File: config.mk
export PLATFORM = sky130hd
export DESIGN_NAME = v_ctx_rd_flat
export DESIGN_NICKNAME = d
export VERILOG_FILES = /design/src/rtl/v_ctx_rd_if.sv /design/src/rtl/v_ctx_rd.sv /design/src/flat_wrapper.sv
export SDC_FILE = /design/constraint.sdc
export NUM_CORES = 2
export LEC_CHECK = 0
export CAP_MARGIN = 10
export CELL_PAD_IN_SITES_DETAIL_PLACEMENT = 1
export CELL_PAD_IN_SITES_GLOBAL_PLACEMENT = 2
export CORE_UTILIZATION = 43
export DETAILED_ROUTE_END_ITERATION = 10
export DONT_BUFFER_PORTS = 1
export PLACE_DENSITY_LB_ADDON = 0.1
export RECOVER_POWER = 50
export SYNTH_ARGS = -nofsm -noshare
export SYNTH_HDL_FRONTEND = slang
export SYNTH_SLANG_ARGS = --single-unit
File: constraint.sdc
create_clock -name clk -period 5.5 [get_ports clk]
set_input_delay 0.55 -clock clk [delete_from_list [all_inputs] [get_ports clk]]
set_output_delay 0.55 -clock clk [all_outputs]
set_load 0.005 [all_outputs]
File: src/rtl/v_ctx_rd_if.sv
// Port bundle for the context read engine: writer notifications, pop requests,
// SRAM read port and the response stream.
interface v_ctx_rd_if #(
   parameter int unsigned CONTEXT_N = 128,
   parameter int unsigned ENTRIES_N = 4,
   parameter int unsigned W         = 32
);
   localparam int unsigned CTX_W = $clog2(CONTEXT_N);
   localparam int unsigned PTR_W = $clog2(ENTRIES_N);
   localparam int unsigned AW    = CTX_W + PTR_W;

   logic             push_vld;
   logic [CTX_W-1:0] push_ctx;
   logic [CTX_W-1:0] qry_ctx;
   logic             qry_full;
   logic             pop_vld;
   logic [CTX_W-1:0] pop_ctx;
   logic             pop_rdy;
   logic             rd_en;
   logic [AW-1:0]    rd_addr;
   logic [W-1:0]     rd_data;
   logic             rsp_vld;
   logic [CTX_W-1:0] rsp_ctx;
   logic             rsp_empty;
   logic [W-1:0]     rsp_data;
   logic             rsp_rdy;
   logic             err_ovf;

   // Environment side: writer, pop requester, SRAM and response consumer.
   modport master (
      output push_vld, push_ctx, qry_ctx, pop_vld, pop_ctx, rd_data, rsp_rdy,
      input  qry_full, pop_rdy, rd_en, rd_addr, rsp_vld, rsp_ctx, rsp_empty, rsp_data, err_ovf
   );

   // Read engine side.
   modport slave (
      input  push_vld, push_ctx, qry_ctx, pop_vld, pop_ctx, rd_data, rsp_rdy,
      output qry_full, pop_rdy, rd_en, rd_addr, rsp_vld, rsp_ctx, rsp_empty, rsp_data, err_ovf
   );
endinterface

File: src/rtl/v_ctx_rd.sv
// Read-side engine for the per-context entry store. Tracks occupancy and read
// pointers per context, issues SRAM reads for pops and returns entries in
// accept order through a 3-deep response FIFO.
module v_ctx_rd #(
   parameter int unsigned CONTEXT_N = 128,
   parameter int unsigned ENTRIES_N = 4,
   parameter int unsigned W         = 32
) (
   input logic       clk,
   input logic       rst,
   v_ctx_rd_if.slave bus
);
   localparam int unsigned CTX_W = $clog2(CONTEXT_N);
   localparam int unsigned PTR_W = $clog2(ENTRIES_N);
   localparam int unsigned CNT_W = $clog2(ENTRIES_N + 1);

   localparam logic [CNT_W-1:0] CntFull = CNT_W'(ENTRIES_N);
   localparam logic [1:0]       FifoLast = 2'd2;

   logic [CNT_W-1:0] count_q  [CONTEXT_N];
   logic [PTR_W-1:0] rd_ptr_q [CONTEXT_N];

   logic             s1_vld_q;
   logic [CTX_W-1:0] s1_ctx_q;
   logic             s1_empty_q;

   logic [CTX_W-1:0] f_ctx_q   [3];
   logic             f_empty_q [3];
   logic [W-1:0]     f_data_q  [3];
   logic [1:0]       f_wr_q;
   logic [1:0]       f_rd_q;
   logic [1:0]       occ_q;

   logic             err_ovf_q;

   logic [CNT_W-1:0] pop_cnt;
   logic [CNT_W-1:0] push_cnt;
   logic [2:0]       inflight;
   logic             accept;
   logic             ne;
   logic             inc;
   logic             dec;
   logic             same_ctx;
   logic             deq;

   // Stage 0: accept decision, occupancy lookups and SRAM read request.
   always_comb begin
      pop_cnt      = count_q[bus.pop_ctx];
      push_cnt     = count_q[bus.push_ctx];
      // Entries already accepted but not yet consumed bound further acceptance.
      inflight     = {1'b0, occ_q} + {2'b00, s1_vld_q};
      bus.pop_rdy  = rst & (inflight < 3'd3);
      accept       = bus.pop_vld & bus.pop_rdy;
      ne           = (pop_cnt != '0);
      dec          = accept & ne;
      inc          = bus.push_vld & (push_cnt != CntFull);
      same_ctx     = (bus.push_ctx == bus.pop_ctx);
      bus.rd_en    = dec;
      bus.rd_addr  = {bus.pop_ctx, rd_ptr_q[bus.pop_ctx]};
      bus.qry_full = (count_q[bus.qry_ctx] == CntFull);
      bus.err_ovf  = err_ovf_q;
   end

   // Response FIFO head drives the output stream.
   always_comb begin
      bus.rsp_vld   = rst & (occ_q != 2'd0);
      bus.rsp_ctx   = f_ctx_q[f_rd_q];
      bus.rsp_empty = f_empty_q[f_rd_q];
      bus.rsp_data  = f_data_q[f_rd_q];
      deq           = bus.rsp_vld & bus.rsp_rdy;
   end

   // Per-context occupancy and read pointers; a push and pop to the same context cancel.
   always_ff @(posedge clk) begin
      if (!rst) begin
         for (int i = 0; i < int'(CONTEXT_N); i++) begin
            count_q[i]  <= '0;
            rd_ptr_q[i] <= '0;
         end
      end else begin
         if (inc && !(dec && same_ctx)) begin
            count_q[bus.push_ctx] <= push_cnt + CNT_W'(1);
         end
         if (dec && !(inc && same_ctx)) begin
            count_q[bus.pop_ctx] <= pop_cnt - CNT_W'(1);
         end
         if (dec) begin
            // Power-of-two depth: natural overflow wraps the pointer.
            rd_ptr_q[bus.pop_ctx] <= rd_ptr_q[bus.pop_ctx] + PTR_W'(1);
         end
      end
   end

   // Stage 1 register and overflow pulse.
   always_ff @(posedge clk) begin
      if (!rst) begin
         s1_vld_q   <= 1'b0;
         s1_ctx_q   <= '0;
         s1_empty_q <= 1'b0;
         err_ovf_q  <= 1'b0;
      end else begin
         s1_vld_q   <= accept;
         s1_ctx_q   <= bus.pop_ctx;
         s1_empty_q <= ~ne;
         err_ovf_q  <= bus.push_vld & (push_cnt == CntFull);
      end
   end

   // FIFO pointers and occupancy; reset drops any buffered responses.
   always_ff @(posedge clk) begin
      if (!rst) begin
         f_wr_q <= 2'd0;
         f_rd_q <= 2'd0;
         occ_q  <= 2'd0;
      end else begin
         if (s1_vld_q) begin
            f_wr_q <= (f_wr_q == FifoLast) ? 2'd0 : f_wr_q + 2'd1;
         end
         if (deq) begin
            f_rd_q <= (f_rd_q == FifoLast) ? 2'd0 : f_rd_q + 2'd1;
         end
         unique case ({s1_vld_q, deq})
            2'b10:   occ_q <= occ_q + 2'd1;
            2'b01:   occ_q <= occ_q - 2'd1;
            default: occ_q <= occ_q;
         endcase
      end
   end

   // FIFO storage captures stage-1 results; empty pops carry zero data.
   always_ff @(posedge clk) begin
      if (s1_vld_q) begin
         f_ctx_q[f_wr_q]   <= s1_ctx_q;
         f_empty_q[f_wr_q] <= s1_empty_q;
         f_data_q[f_wr_q]  <= s1_empty_q ? '0 : bus.rd_data;
      end
   end
endmodule

File: src/flat_wrapper.sv
// flat-port wrapper written by rule: the top's interface ports become plain ports
module v_ctx_rd_flat 
#(
   parameter int unsigned CONTEXT_N = 128,
   parameter int unsigned ENTRIES_N = 4,
   parameter int unsigned W         = 32
)
  (clk, rst, bus_push_vld, bus_push_ctx, bus_qry_ctx, bus_pop_vld, bus_pop_ctx, bus_rd_data, bus_rsp_rdy, bus_qry_full, bus_pop_rdy, bus_rd_en, bus_rd_addr, bus_rsp_vld, bus_rsp_ctx, bus_rsp_empty, bus_rsp_data, bus_err_ovf);
  v_ctx_rd_if #(.CONTEXT_N(CONTEXT_N), .ENTRIES_N(ENTRIES_N), .W(W)) bus_i ();
  input logic clk;
  input logic rst;
  input wire logic [$bits(bus_i.push_vld)-1:0] bus_push_vld;
  input wire logic [$bits(bus_i.push_ctx)-1:0] bus_push_ctx;
  input wire logic [$bits(bus_i.qry_ctx)-1:0] bus_qry_ctx;
  input wire logic [$bits(bus_i.pop_vld)-1:0] bus_pop_vld;
  input wire logic [$bits(bus_i.pop_ctx)-1:0] bus_pop_ctx;
  input wire logic [$bits(bus_i.rd_data)-1:0] bus_rd_data;
  input wire logic [$bits(bus_i.rsp_rdy)-1:0] bus_rsp_rdy;
  output wire logic [$bits(bus_i.qry_full)-1:0] bus_qry_full;
  output wire logic [$bits(bus_i.pop_rdy)-1:0] bus_pop_rdy;
  output wire logic [$bits(bus_i.rd_en)-1:0] bus_rd_en;
  output wire logic [$bits(bus_i.rd_addr)-1:0] bus_rd_addr;
  output wire logic [$bits(bus_i.rsp_vld)-1:0] bus_rsp_vld;
  output wire logic [$bits(bus_i.rsp_ctx)-1:0] bus_rsp_ctx;
  output wire logic [$bits(bus_i.rsp_empty)-1:0] bus_rsp_empty;
  output wire logic [$bits(bus_i.rsp_data)-1:0] bus_rsp_data;
  output wire logic [$bits(bus_i.err_ovf)-1:0] bus_err_ovf;
  assign bus_i.push_vld = bus_push_vld;
  assign bus_i.push_ctx = bus_push_ctx;
  assign bus_i.qry_ctx = bus_qry_ctx;
  assign bus_i.pop_vld = bus_pop_vld;
  assign bus_i.pop_ctx = bus_pop_ctx;
  assign bus_i.rd_data = bus_rd_data;
  assign bus_i.rsp_rdy = bus_rsp_rdy;
  assign bus_qry_full = bus_i.qry_full;
  assign bus_pop_rdy = bus_i.pop_rdy;
  assign bus_rd_en = bus_i.rd_en;
  assign bus_rd_addr = bus_i.rd_addr;
  assign bus_rsp_vld = bus_i.rsp_vld;
  assign bus_rsp_ctx = bus_i.rsp_ctx;
  assign bus_rsp_empty = bus_i.rsp_empty;
  assign bus_rsp_data = bus_i.rsp_data;
  assign bus_err_ovf = bus_i.err_ovf;
  v_ctx_rd #(.CONTEXT_N(CONTEXT_N), .ENTRIES_N(ENTRIES_N), .W(W)) u_core (.clk(clk), .rst(rst), .bus(bus_i));
endmodule
==> results.yml <==
yosys:
  yosys_warnings: 0
  ys_types: 77
  synth_area_leaders: "edfxtp_1 (52%), o22ai_1 (5.4%), nand2_1 (3.6%)"
  synth_edf_count: 760
  synth.top_cell.area_share: 0.524
  synth_area_um2: 43600
  ys_ff_latch: 778
  syn_inst: 4195
  synth_common_cells: "edfxtp_1 (760), nand2_1 (422), nor2_1 (401), o22ai_1 (375), clkbuf_1 (324)"
  synth_top_cell_by_area: "edfxtp_1"
  async_reset_ff_frac: 0
  syn_nets: 4260
  synth_seq_area_share: 0.532
  yosysMostFrequentCell: "edfxtp_1"
  syn_avg_cell_area_um2: 10.4
  ys.flop_type: "edfxtp_1"
worst_setup_path:
  ff2ff_path_depth: 14
  worst_r2r_endpoint: "u_core.count_q[95][2]"
  crit_path_cell_trace: "inv_1 -> nand3_1 -> nand2_1 -> a211oi_1 -> nand4_1 -> or4_2 -> inv_1 -> ha_1 -> ha_1 -> nor2_1 -> and2_0 -> buf_12 -> a21oi_1 -> o22ai_1"
  crit_cells: 14
  cp-start-kind: "input pin"
  crit_path_max_incr_delay_ps: 1410
  crit_family: "simple AND/OR/NAND/NOR gates"
  r2r_start: "u_core.count_q[55][0]"
  crit_type: "input pin to flop"
  startpoint: "bus_pop_ctx[0]"
  r2r_slack_ps: 560
  path_max_fanout: 76
  worstPathArrival_ps: 5830
  setup.worst_path.end: "u_core.count_q[26][0]"
  worstPathRequired_ps: 5860
  end_kind: "flop"
  critPathBufInv: 3
  cp_slowest_cell: "inv_1"
global_route:
  grt_pass1_vias: 41200
  grt-ovfl-total: 0
  antenna_found_initial: 25
  grt_max_degree: 129
  track_usage: 0.462
  grt_pass1_wl_um: 330000
finish:
  n_fill_cell: 10700
  regArea_um2: 23200
  drive_above_1_share: 0.137
  nNetsFinal: 4157
  area_growth_pct: 12.9
  stdcell_count: 5520
  multiInputGateArea_um2: 18100
worst_hold_path:
  min_path_type: "input pin to flop"
power:
  p_comb_frac: 0.186
  seqPwrFrac: 0.442
  vdd_drop_max_mv: 0.623
  p_total_mw: 15.6
  power_density_nw_per_um2: 318
  power_leakage_nw: 16.5
  power.internal_mw: 10.8
  p_sw_mw: 4.89
  pwr-share-clk: 0.373
  p_sw_frac: 0.312
sta:
  hold_viol_final: 0
  worst_pin_slew_ps: 3070
  min_period_over_period: 0.995
  grt_setup_unrepaired: "no"
  setup_viol: 0
  clock_skew_ps: 31.0
  period_needed_ps: 5470
  max_slew_margin: -1.05
  fmax_mhz: 183
  tns_ps: 0
  report.final.slew_viol_count: 257
  setup_ws_ps: 28.3
route:
  final_antenna_net_count: 0
  vias_per_cell: 7.56
  drc_errors: 0
  drt_first_pass_iters: 7
  via_count: 41700
  drt_iter0_markers: 6332
  routed_wl_um: 243000
  avgRoutedWirePerCell_um: 43.9
floorplanning:
  io-pin-count: 112
  die_area_um2: 103000
  die_h_um: 320
  fp.dieW_um: 320
  core-area_um2: 100000
  start_util: 0.435
  rows: 116
run:
  drv_cap: 7
placement:
  port_buffers: 0
  placed_cells: 5355
  place_hpwl_um: 164000
  dp_slack_ps: 276
  finalWeightedCongestion: 1.05
clock_tree:
  post_cts_buffers: 0
  cts_sinks: 778
  numCtsBuffers: 87
  path_clk_slew_ps: 60
  clock_path_buffers: 3
  h-tree-depth: 3
  cts_tree: "done"
  root_buffer: "clkbuf_16"
  clk_latency_ps: 710
status:
  failed_checks: "max-capacitance violations, max-slew violations"
  status: "finished, violations left"
cells by family after synthesis:
logic type / count (synthesis) / share of synthesized area
AOI/OAI and AO/OA: 1323 / 0.209
xor gates and xnor gates: 10 / 0.00201
adders and majority gates: 7 / 0.00201
buffers and inverters: 619 / 0.0581
DFF: 778 / 0.532
muxes: 263 / 0.0716
and+or+nand+nor: 1195 / 0.125
power by group through the flow:
stage	Combinational (mW)	Clock [mW]	Sequential, mW
final	2.90	5.83	6.91
after global routing	2.88	6.01	6.92
after CTS	2.75	5.82	6.90
after detailed placement	2.74	0	7.02
after global placement	2.69	0	7.01
after floorplan	1.44	0	6.92
worst min-delay path by stage:
stage | from | to | slack [ps] | cells past startpoint
after floorplan | u_core.s1_ctx_q[0] | u_core.f_ctx_q[0][0] | 420 | 0
after global placement | u_core.s1_ctx_q[1] | u_core.f_ctx_q[1][1] | 420 | 0
after detailed placement | u_core.s1_ctx_q[4] | u_core.f_ctx_q[1][4] | 450 | 0
after CTS | rst | u_core.occ_q[1] | 6 | 2
after global routing | bus_pop_ctx[3] | u_core.s1_ctx_q[3] | 60 | 1
final | rst | flop | 50 | 2
cell usage in the layout, fill, tap and decap left out, drive strengths merged, types with 30 or more instances in the layout:
cell / n
a21oi: 214
a221oi: 77
a22o: 32
a22oi: 193
a311oi: 37
a31oi: 40
and2: 30
buf: 275
clkbuf: 116
clkinv: 34
edfxtp: 760
inv: 146
mux2: 79
mux2i: 153
mux4: 31
nand2: 422
nand3: 104
nand4: 55
nor2: 401
nor2b: 51
nor4b: 57
o21ai: 81
o22ai: 375
o31ai: 40
o32ai: 108
what timing repair did:
action                                 4_1_cts  5_1_grt
endpoints found under the hold margin        2        0
hold buffers                                 1        0
resized for setup                            0        0
per-stage QoR:
stage	cell area, µm²	hold WS (ps)	utilization
finish	49200	49.7	0.491
global route	49200	59.1	0.491
CTS	49200	6.44	0.491
detailed placement	46500	454	0.463
global placement	46500	425	0.463
floorplan	43600	421	-
per-layer routing:
metal | vias to the layer above | share of wire | track usage
met5 | - | 0.00051 | 0
met2 | 3601 | 0.42 | 0.664
li1 | 16100 | - | -
met3 | 985 | 0.14 | 0.167
met4 | 20 | 0.089 | 0.347
met1 | 21000 | 0.36 | 0.567
flip-flops by register name (all words and copies together), names as in the netlist, named ones only:
| register | count |
|---|---|
| u_core.f_ctx_q | 21 |
| u_core.f_wr_q | 2 |
| u_core.occ_q | 2 |
| u_core.s1_ctx_q | 7 |
| u_core.s1_empty_q | 1 |
| u_core.bus.err_ovf | 1 |
| u_core.f_data_q | 96 |
| u_core.s1_vld_q | 1 |
| u_core.f_empty_q | 3 |
| u_core.f_rd_q | 2 |
| u_core.count_q | 384 |
| u_core.rd_ptr_q | 256 |
final cells by class:
class / instances / area share
clock inverters: 46 / 0.00844
repair buffers: 284 / 0.0589
well taps: 1357 / 0.0345
diodes: 6 / 0.000305
inverters: 143 / 0.0109
clock buffers: 108 / 0.0471
multi-input cells: 2798 / 0.369
flip-flops and latches: 778 / 0.471
(Power assumes the default switching activity.)
